[src/rtl/nibble_serial_adder_pkg.sv]
// Shared definitions for the nibble-serial adder: nibble width, FSM encoding
// and the step-counter width helper.
package nsa_pkg;

    localparam int NIBBLE_W = 4;

    typedef enum logic [1:0] {
        ST_IDLE = 2'd0,
        ST_RUN  = 2'd1,
        ST_DONE = 2'd2
    } state_t;

    function automatic int cnt_width(input int nibbles);
        return (nibbles <= 2) ? 1 : $clog2(nibbles);
    endfunction

endpackage

[src/rtl/nibble_serial_adder_if.sv]
// Operand/result handshake bundle for the nibble-serial adder.
interface nibble_serial_adder_if #(
    parameter int NIBBLES = 4
);
    localparam int W = 4 * NIBBLES;

    logic         in_valid;
    logic         in_ready;
    logic [W-1:0] A;
    logic [W-1:0] B;
    logic         Cin;
    logic         out_valid;
    logic         out_ready;
    logic [W-1:0] Sum;
    logic         Cout;
    logic         busy;

    modport master (
        output in_valid, A, B, Cin, out_ready,
        input  in_ready, out_valid, Sum, Cout, busy
    );

    modport slave (
        input  in_valid, A, B, Cin, out_ready,
        output in_ready, out_valid, Sum, Cout, busy
    );

endinterface

[src/rtl/nibble_serial_adder_rca.sv]
// 4-bit ripple-carry adder built from explicit full-adder equations; the only
// datapath adder in the nibble-serial adder.
module ripple_carry_adder_4bit (
    input  logic [3:0] a,
    input  logic [3:0] b,
    input  logic       cin,
    output logic [3:0] sum,
    output logic       cout
);

    logic [4:0] c;

    always_comb begin
        c    = '0;
        sum  = '0;
        c[0] = cin;
        for (int i = 0; i < 4; i++) begin
            sum[i]  = a[i] ^ b[i] ^ c[i];
            c[i+1]  = (a[i] & b[i]) | (c[i] & (a[i] ^ b[i]));
        end
        cout = c[4];
    end

endmodule

[src/rtl/nibble_serial_adder.sv]
// Wide adder that reuses one 4-bit ripple adder over NIBBLES cycles, LSB nibble
// first, with valid/ready handshakes on both operand and result sides.
//
//  state   | meaning
//  --------+---------------------------------------------------------------
//  ST_IDLE | waiting for operands, in_ready high
//  ST_RUN  | one nibble added per cycle, carry registered between nibbles
//  ST_DONE | Sum/Cout/out_valid held until out_ready
module nibble_serial_adder
    import nsa_pkg::*;
#(
    parameter int NIBBLES = 4
) (
    input  logic                  clk,
    input  logic                  rst,
    nibble_serial_adder_if.slave  bus
);

    localparam int W  = NIBBLE_W * NIBBLES;
    localparam int CW = cnt_width(NIBBLES);
    localparam logic [CW-1:0] CNT_LAST = CW'(NIBBLES - 1);

    state_t        state_q;
    state_t        state_d;
    logic [W-1:0]  a_sh;
    logic [W-1:0]  b_sh;
    logic [W-1:0]  sum_sh;
    logic [W-1:0]  sum_next;
    logic          carry_q;
    logic [CW-1:0] cnt;
    logic [W-1:0]  sum_q;
    logic          cout_q;
    logic          out_valid_q;

    logic [3:0]    rca_sum;
    logic          rca_cout;
    logic          accept;
    logic          last;
    logic          release_out;

    ripple_carry_adder_4bit U_RCA (
        .a    (a_sh[3:0]),
        .b    (b_sh[3:0]),
        .cin  (carry_q),
        .sum  (rca_sum),
        .cout (rca_cout)
    );

    // New nibble enters at the top so the LSB nibble ends up at the bottom.
    generate
        if (NIBBLES == 1) begin : g_single
            assign sum_next = rca_sum;
        end else begin : g_multi
            assign sum_next = {rca_sum, sum_sh[W-1:NIBBLE_W]};
        end
    endgenerate

    assign accept      = (state_q == ST_IDLE) && bus.in_valid;
    assign last        = (cnt == CNT_LAST);
    assign release_out = (state_q == ST_DONE) && bus.out_ready;

    always_ff @(posedge clk) begin
        if (rst) begin
            state_q <= ST_IDLE;
        end else begin
            state_q <= state_d;
        end
    end

    always_comb begin
        state_d = state_q;
        case (state_q)
            ST_IDLE: if (bus.in_valid)  state_d = ST_RUN;
            ST_RUN:  if (last)          state_d = ST_DONE;
            ST_DONE: if (bus.out_ready) state_d = ST_IDLE;
            default:                    state_d = ST_IDLE;
        endcase
    end

    always_ff @(posedge clk) begin
        if (rst) begin
            a_sh        <= '0;
            b_sh        <= '0;
            sum_sh      <= '0;
            carry_q     <= 1'b0;
            cnt         <= '0;
            sum_q       <= '0;
            cout_q      <= 1'b0;
            out_valid_q <= 1'b0;
        end else begin
            if (accept) begin
                a_sh    <= bus.A;
                b_sh    <= bus.B;
                carry_q <= bus.Cin;
                cnt     <= '0;
            end
            if (state_q == ST_RUN) begin
                a_sh    <= a_sh >> NIBBLE_W;
                b_sh    <= b_sh >> NIBBLE_W;
                sum_sh  <= sum_next;
                carry_q <= rca_cout;
                cnt     <= cnt + CW'(1);
                if (last) begin
                    sum_q       <= sum_next;
                    cout_q      <= rca_cout;
                    out_valid_q <= 1'b1;
                end
            end
            if (release_out) begin
                out_valid_q <= 1'b0;
            end
        end
    end

    assign bus.in_ready  = (state_q == ST_IDLE);
    assign bus.busy      = (state_q != ST_IDLE);
    assign bus.out_valid = out_valid_q;
    assign bus.Sum       = sum_q;
    assign bus.Cout      = cout_q;

endmodule
[src/flat_wrapper.sv]
// flat-port wrapper written by rule: the top's interface ports become plain ports
module nibble_serial_adder_flat import nsa_pkg::*;
#(
    parameter int NIBBLES = 4
)
  (clk, rst, bus_in_valid, bus_A, bus_B, bus_Cin, bus_out_ready, bus_in_ready, bus_out_valid, bus_Sum, bus_Cout, bus_busy);
  nibble_serial_adder_if #(.NIBBLES(NIBBLES)) bus_i ();
  input  logic clk;
  input  logic rst;
  input wire logic [$bits(bus_i.in_valid)-1:0] bus_in_valid;
  input wire logic [$bits(bus_i.A)-1:0] bus_A;
  input wire logic [$bits(bus_i.B)-1:0] bus_B;
  input wire logic [$bits(bus_i.Cin)-1:0] bus_Cin;
  input wire logic [$bits(bus_i.out_ready)-1:0] bus_out_ready;
  output wire logic [$bits(bus_i.in_ready)-1:0] bus_in_ready;
  output wire logic [$bits(bus_i.out_valid)-1:0] bus_out_valid;
  output wire logic [$bits(bus_i.Sum)-1:0] bus_Sum;
  output wire logic [$bits(bus_i.Cout)-1:0] bus_Cout;
  output wire logic [$bits(bus_i.busy)-1:0] bus_busy;
  assign bus_i.in_valid = bus_in_valid;
  assign bus_i.A = bus_A;
  assign bus_i.B = bus_B;
  assign bus_i.Cin = bus_Cin;
  assign bus_i.out_ready = bus_out_ready;
  assign bus_in_ready = bus_i.in_ready;
  assign bus_out_valid = bus_i.out_valid;
  assign bus_Sum = bus_i.Sum;
  assign bus_Cout = bus_i.Cout;
  assign bus_busy = bus_i.busy;
  nibble_serial_adder #(.NIBBLES(NIBBLES)) u_core (.clk(clk), .rst(rst), .bus(bus_i));
endmodule
[config.mk]
export PLATFORM = sky130hd
export DESIGN_NAME = nibble_serial_adder_flat
export DESIGN_NICKNAME = d
export VERILOG_FILES = /design/src/rtl/nibble_serial_adder_pkg.sv /design/src/rtl/nibble_serial_adder_if.sv /design/src/rtl/nibble_serial_adder_rca.sv /design/src/rtl/nibble_serial_adder.sv /design/src/flat_wrapper.sv
export SDC_FILE = /design/constraint.sdc
export NUM_CORES = 1
export LEC_CHECK = 0
export CORE_MARGIN = 1
export CORE_UTILIZATION = 50
export DETAILED_ROUTE_END_ITERATION = 8
export GPL_ROUTABILITY_DRIVEN = 0
export PLACE_DENSITY = 0.79
export SYNTH_ARGS = -nofsm -noshare
export SYNTH_HDL_FRONTEND = slang
export SYNTH_HIERARCHICAL = 1
export SYNTH_SLANG_ARGS = --single-unit
[constraint.sdc]
create_clock -name clk -period 2.9 [get_ports clk]
set_clock_uncertainty 0.15 [all_clocks]
set_input_delay 0.725 -clock clk [delete_from_list [all_inputs] [get_ports clk]]
set_output_delay 0.725 -clock clk [all_outputs]
set_load 0.02 [all_outputs]
-- After elaboration in Yosys (flattened, before gate mapping)
Index checks and enable logic that the tools add are counted.
W data, S select, Z words.
- register bits after elaboration: 71
- bits of input ports: 37
- output and inout bits: 20
- word-level logic and storage cells: 59
- $add $sub $neg: 1
- equality and inequality tests: 6
- multiplexer cells: 12
- bitwise operators: 20
- reductions and logical operators: 9
- operators with widths (kind ; count):
    $mux W12 ; 4
    $mux W2 ; 5
    $and A1 B1 Y1 ; 8
    $xor A1 B1 Y1 ; 8
    $pmux W2 S3 ; 1
    $eq A2 B2 Y1 const B ; 2
    $ne A2 B2 Y1 const B ; 2
    $or A1 B1 Y1 ; 4
    $reduce_bool A2 Y1 ; 2
    $reduce_or A2 Y1 ; 2
    $reduce_and A3 Y1 ; 1
    $add A2 B1 Y2 const B ; 1
    $eq A2 B1 Y1 const B ; 1
    $logic_and A1 B1 Y1 ; 2
    $logic_not A2 Y1 ; 1
    $mux W1 ; 2
    $ne A2 B1 Y1 const B ; 1
    $reduce_and A2 Y1 ; 1

-- Depth between registers and ports, before layout
- depth in word-level cells: 10
- depth in mapped cells: 10
- gate-level depth less buffers: 10

-- Cells and area by module
The synthesis kept the hierarchy.
- by module, submodules not included (module ; instances ; cells each ; area each (µm²) ; seq. area each (µm²)):
    nibble_serial_adder ; 1 ; 277 ; 2640.0 ; 1341.3
    ripple_carry_adder_4bit ; 1 ; 14 ; 117.6 ; 0.0

-- Least setup slack after synthesis
No wires, ideal clock.
- path type: reg-to-reg
- from: reg u_core.a_sh[0]
- to: reg u_core.sum_q[15] (netlist: u_core/bus.Sum[15])
- library setup time: 71 ps
- arrival: 1974 ps
- required time: 2679 ps
- path slack: 705 ps
- cell stages (with the launch flop): 11
- period minus slack after synthesis: 2195 ps
- cell sequence: dfxtp_1 > fa_1 > inv_1 > fa_1 > inv_1 > fa_1 > inv_1 > fa_1 > inv_1 > nand2_1 > a21oi_1
- longest elaborated chain between the ends: 8
- elaborated cells between the ends (all ways): 9
- those cells by class: 9 x bitwise
- RTL lines (what ; RTL line ; text):
    start: declaration ; nibble_serial_adder.sv:25 ; logic [W-1:0] a_sh;
    start signal: assignment ; nibble_serial_adder.sv:92 ; a_sh <= bus.A;
    start signal: assignment ; nibble_serial_adder.sv:98 ; a_sh <= a_sh >> NIBBLE_W;
    $xor A1 B1 Y1 ; nibble_serial_adder_rca.sv:19 ; c[i+1] = (a[i] & b[i]) | (c[i] & (a[i] ^ b[i]));
    $and A1 B1 Y1 ; nibble_serial_adder_rca.sv:19 ;
    $or A1 B1 Y1 (*) ; nibble_serial_adder_rca.sv:19 ;
    $and A1 B1 Y1 (*) ; nibble_serial_adder_rca.sv:19 ;
    $or A1 B1 Y1 (*) ; nibble_serial_adder_rca.sv:19 ;
    $and A1 B1 Y1 (*) ; nibble_serial_adder_rca.sv:19 ;
    $or A1 B1 Y1 (*) ; nibble_serial_adder_rca.sv:19 ;
    $xor A1 B1 Y1 (*) ; nibble_serial_adder_rca.sv:18 ; sum[i] = a[i] ^ b[i] ^ c[i];
    via u_core.rca_sum[3] ; nibble_serial_adder.sv:35 ; logic [3:0] rca_sum;
    end signal: assignment ; nibble_serial_adder.sv:104 ; sum_q <= sum_next;
    end: declaration ; nibble_serial_adder.sv:31 ; logic [W-1:0] sum_q;
The timed path passes the listed nets; every way through them passes the cells marked *.
A chain may end at the register's enable or synchronous reset.

-- Worst setup path in the final report
- from: reg u_core.state_q[1]
- to: out bus_in_ready
- longest elaborated chain between the ends: 1
- RTL lines (what ; RTL line ; text):
    start: declaration ; nibble_serial_adder.sv:23 ; state_t state_q;
    start signal: assignment ; nibble_serial_adder.sv:66 ; state_q <= state_d;
    $logic_not A2 Y1 ; nibble_serial_adder.sv:115 ; assign bus.in_ready = (state_q == ST_IDLE);
    end: declaration ; flat_wrapper.sv:15 ; output wire logic [$bits(bus_i.in_ready)-1:0] bus_in_ready;
No other way between the ends.

==> results.txt <==
From synthesis to final layout, the design area changed by 26.5%. During synthesis, Yosys emitted a total of 6 warnings. The synthesized design contains 67 register bits.

The maximum clock path buffer count is 2, and the post-route DRC violation count is 0. The worst hold path begins at u_core/bus.Sum[6]. The number of antenna violations at the first check in global routing is 0, and the detail-routed via count per cell is 5.19. The critical path goes through or2_2 -> inv_1 -> clkdlybuf4s50_1.

Setup repair after global routing left no endpoint under its margin. The wire-length estimate of the detail-placed layout is 3870 microns. The tools report the launch instance of the worst register-to-register path as u_core/a_sh[0]. The gate count of the mapped netlist came out at 291.

Largest family of logic cells by synthesized area: compound AO/OA/AOI/OAI gates. Counting the fill cells in the layout gives 465. The power share of the sequential group is 0.488, and the timing-limited maximum frequency is 381 MHz. At the end of the flow, the number of nets in the layout was 382. The clock transition at the registers of the reported paths came out at 0.07 ns.

The first TritonRoute pass finished after 4 iterations. The die span in x is 76.3 microns. The adder-cell area share of the yosys netlist is 0.0336, and the net switching power figure is 481 uW.

The relative contribution of the clock network to total power was 0.397; the post-place setup slack was 0.354 ns. The tools report the synthesized cell area as 2760 sq um. The tools report the initial standard-cell utilization of the core as 0.530. The worst relative slew slack was 0.389; the post-cts hold buffer count was 0. The post-CTS resize count is 0. The run gives 0 as the max-capacitance violation count. The logs give 57 for the number of top-level design ports and 0.355 for the routing usage on met2.

The global routing's busiest layer was met2. The post-route core utilization is 0.670. The critical path starts at u_core/state_q[1]. The simple-gate area share of the yosys netlist is 0.149. The mean cell area of the mapped netlist was 9.48 sq um; the critical path buffer and inverter count was 2. The floorplan step set the die height to 76.3 microns.

The combinational group share of total power came out at 0.116. For the number of global-route vias before repair, the log shows 2,103. Antenna violation net count after detailed routing: 0.

On the critical path, the stage with the largest delay is an instance of clkdlybuf4s50_1. At the worst endpoint, the arrival time is 1.75 ns. For the worst setup path, the data required time is 2.03 ns. The run finished with clean final reports.

Met3 usage in global routing: 0.0515. The run gives 0.486 as the share of the yosys chip area belonging to registers. Type of element launching the critical path: a flip-flop.

Dividing total power by cell area gives a power density of 586 nW/um^2. Global-route usage over all layers: 0.205. The DRC marker count from the first detailed-route iteration was 77; the aggregate global routing overflow was 0. The logs give 0.239 for the met1 track utilization from global routing and 67 for the number of clock sinks. The highest ir drop seen on vdd was 0.000325 V; the number of distinct library cells after synthesis was 28. The xor-xnor portion of the synthesized cell area is 0. In this run, CTS created clock tree buffers numbering 9. The run gives 9420 microns as the first-pass GRT wire length. Master cell of the clock root buffer: clkbuf_8. The total detailed-routing wirelength was 5520 microns; the post-route worst setup slack was 0.276 ns. The detailed router placed 2,150 vias in this run. The part of the cycle the worst path needs came out at 0.905. For the finished layout, the period the worst path requires is 2.62 ns.

The run gives 0 as the buffer count from post-CTS setup fixing. Buffers placed on the I/O ports in this run total 56. In this run the worst path has a maximum fanout of 10.

The count of final max-slew check failures was 0; the static power due to leakage was 0.00126 uW. The path class of the tightest hold or removal check is flip-flop to flip-flop. Broken down by cell family, the worst path's largest delay share belongs to buffers and inverters. The die covers 5820 sq um.

STA classifies the critical path endpoint as an output port. The tools report the final-layout worst hold slack as 0.303 ns. The accumulated negative setup slack is 0 ns. The mux contribution to synthesized area works out to 0.0944.

The type of the worst setup path was flip-flop to output port. The wire length per cell after detailed routing was 13.3 microns. The number of nets handed over by synthesis was 333. The clock latency on the worst-skew pair is 0.33 ns, and the net switching share of the total power is 0.235.

The repair_antennas step left the layout with diodes totalling 0. Setup violations remaining at the end of the flow were counted as 0. The ratio of cells with drive above 1 in the final layout is 0.0756. The H-tree was split into 3 levels. The pin count of the biggest net entering global routing is 36, and the slew at the pin closest to its max-slew limit is 0.917 ns. TritonCTS built the clock tree. Cell internal power was estimated by the tool at 1560 uW. The maximum single-stage delay on the critical path works out to 0.59 ns. The logs give 26 for the row count and 0 for the number of hold violations in the final report.

The complex-gate fraction of the synthesized area was 0.165; the area of the core region was 5200 sq um.
metal layers:
| metal | up-vias | share of wire |
|---|---|---|
| met2 | 57 | 0.49 |
| li1 | 1086 | - |
| met5 | - | 0 |
| met3 | 5 | 0.045 |
| met4 | 0 | 0.011 |
| met1 | 1002 | 0.45 |
power by group through the flow:
| stage | sequential, uW | combinational [uW] | clock (uW) |
|---|---|---|---|
| 4_1_cts | 996 | 237 | 821 |
| 3_5_place_dp | 1020 | 236 | 0 |
| 6_report | 996 | 236 | 810 |
| 5_1_grt | 1000 | 260 | 868 |
| 3_3_place_gp | 1010 | 231 | 0 |
| 2_1_floorplan | 1010 | 167 | 0 |
kinds of logic (layout without fill, tap and decap cells):
kind of cell	after synthesis	count (layout)
AOI/OAI and AO/OA	68	68
adders and majority gates	5	5
DFF	67	67
muxes	26	26
buffers and inverters	33	86
and+or+nand+nor	92	92
final timing paths:
| check | end | slack, ns | cells past startpoint |
|---|---|---|---|
| worst max register to register | u_core/sum_sh[15] | 0.56 | 10 |
| worst min register to register | u_core/bus.Sum[6] | 0.30 | 2 |
| worst max-delay path | bus_in_ready | 0.28 | 3 |
| worst min-delay path | u_core/bus.Sum[6] | 0.30 | 2 |
registers in the layout, indices dropped and copies added (netlist names):
signal,cells
u_core/bus.Sum,16
u_core/b_sh,16
u_core/bus.Cout,1
u_core/state_q,2
u_core/carry_q,1
u_core/cnt,2
u_core/sum_sh,12
u_core/bus.out_valid,1
u_core/a_sh,16
placed cells by master (no fill, tap or decap), types with 2 or more instances in the layout:
cell type,n
clkinv_2,2
fa_1,4
nand2b_1,3
mux2i_1,26
clkdlybuf4s50_1,56
clkbuf_8,9
o2bb2ai_1,23
a21oi_1,40
nand2_1,75
inv_1,11
bufinv_16,2
o2bb2ai_2,2
nor2_1,5
buf_4,4
dfxtp_1,66
cell usage after synthesis (all sizes together):
cell type | count | area share
nand2 | 75 | 0.10
dfxtp | 67 | 0.49
a21oi | 40 | 0.073
mux2i | 26 | 0.094
o2bb2ai | 25 | 0.084
buf | 18 | 0.051
inv | 11 | 0.015
nor2 | 5 | 0.0068
clkbuf | 4 | 0.0054
fa | 4 | 0.029
nand2b | 3 | 0.0068
or2 | 2 | 0.0045
a2bb2oi | 1 | 0.0032
and3b | 1 | 0.0032
ha | 1 | 0.0045
nand3 | 1 | 0.0018
nand3b | 1 | 0.0027
nor2b | 1 | 0.0050
nor3 | 1 | 0.0059
nor3b | 1 | 0.0068
o21a | 1 | 0.0027
o21bai | 1 | 0.0027
or3b | 1 | 0.0032
stage by stage:
step	power (uW)	cells	area (sq um)
global placement	1250	399	3280
global route	2130	414	3490
CTS	2050	414	3490
detailed placement	1250	399	3280
floorplan	1170	291	2760
finish	2040	414	3490
cell type report:
class	count	area, sq um	share of cell area
sequential	67	1340	0.385
multi-input combinational	191	1220	0.349
timing repair buffer	60	591	0.169
clock buffer	10	128	0.0366
tap	70	87.6	0.0251
clock inverter	5	78.8	0.0226
inverter	11	41.3	0.0118
worst register-to-register path, cell delays in order (launching register included):
cell,delay [ns]
dfxtp_1,0.33
fa_1,0.41
inv_1,0.07
fa_1,0.16
inv_1,0.05
fa_1,0.36
inv_1,0.08
fa_1,0.40
inv_1,0.08
nand2_1,0.05
a21oi_1,0.14
Power figures use the tool's default switching activity.
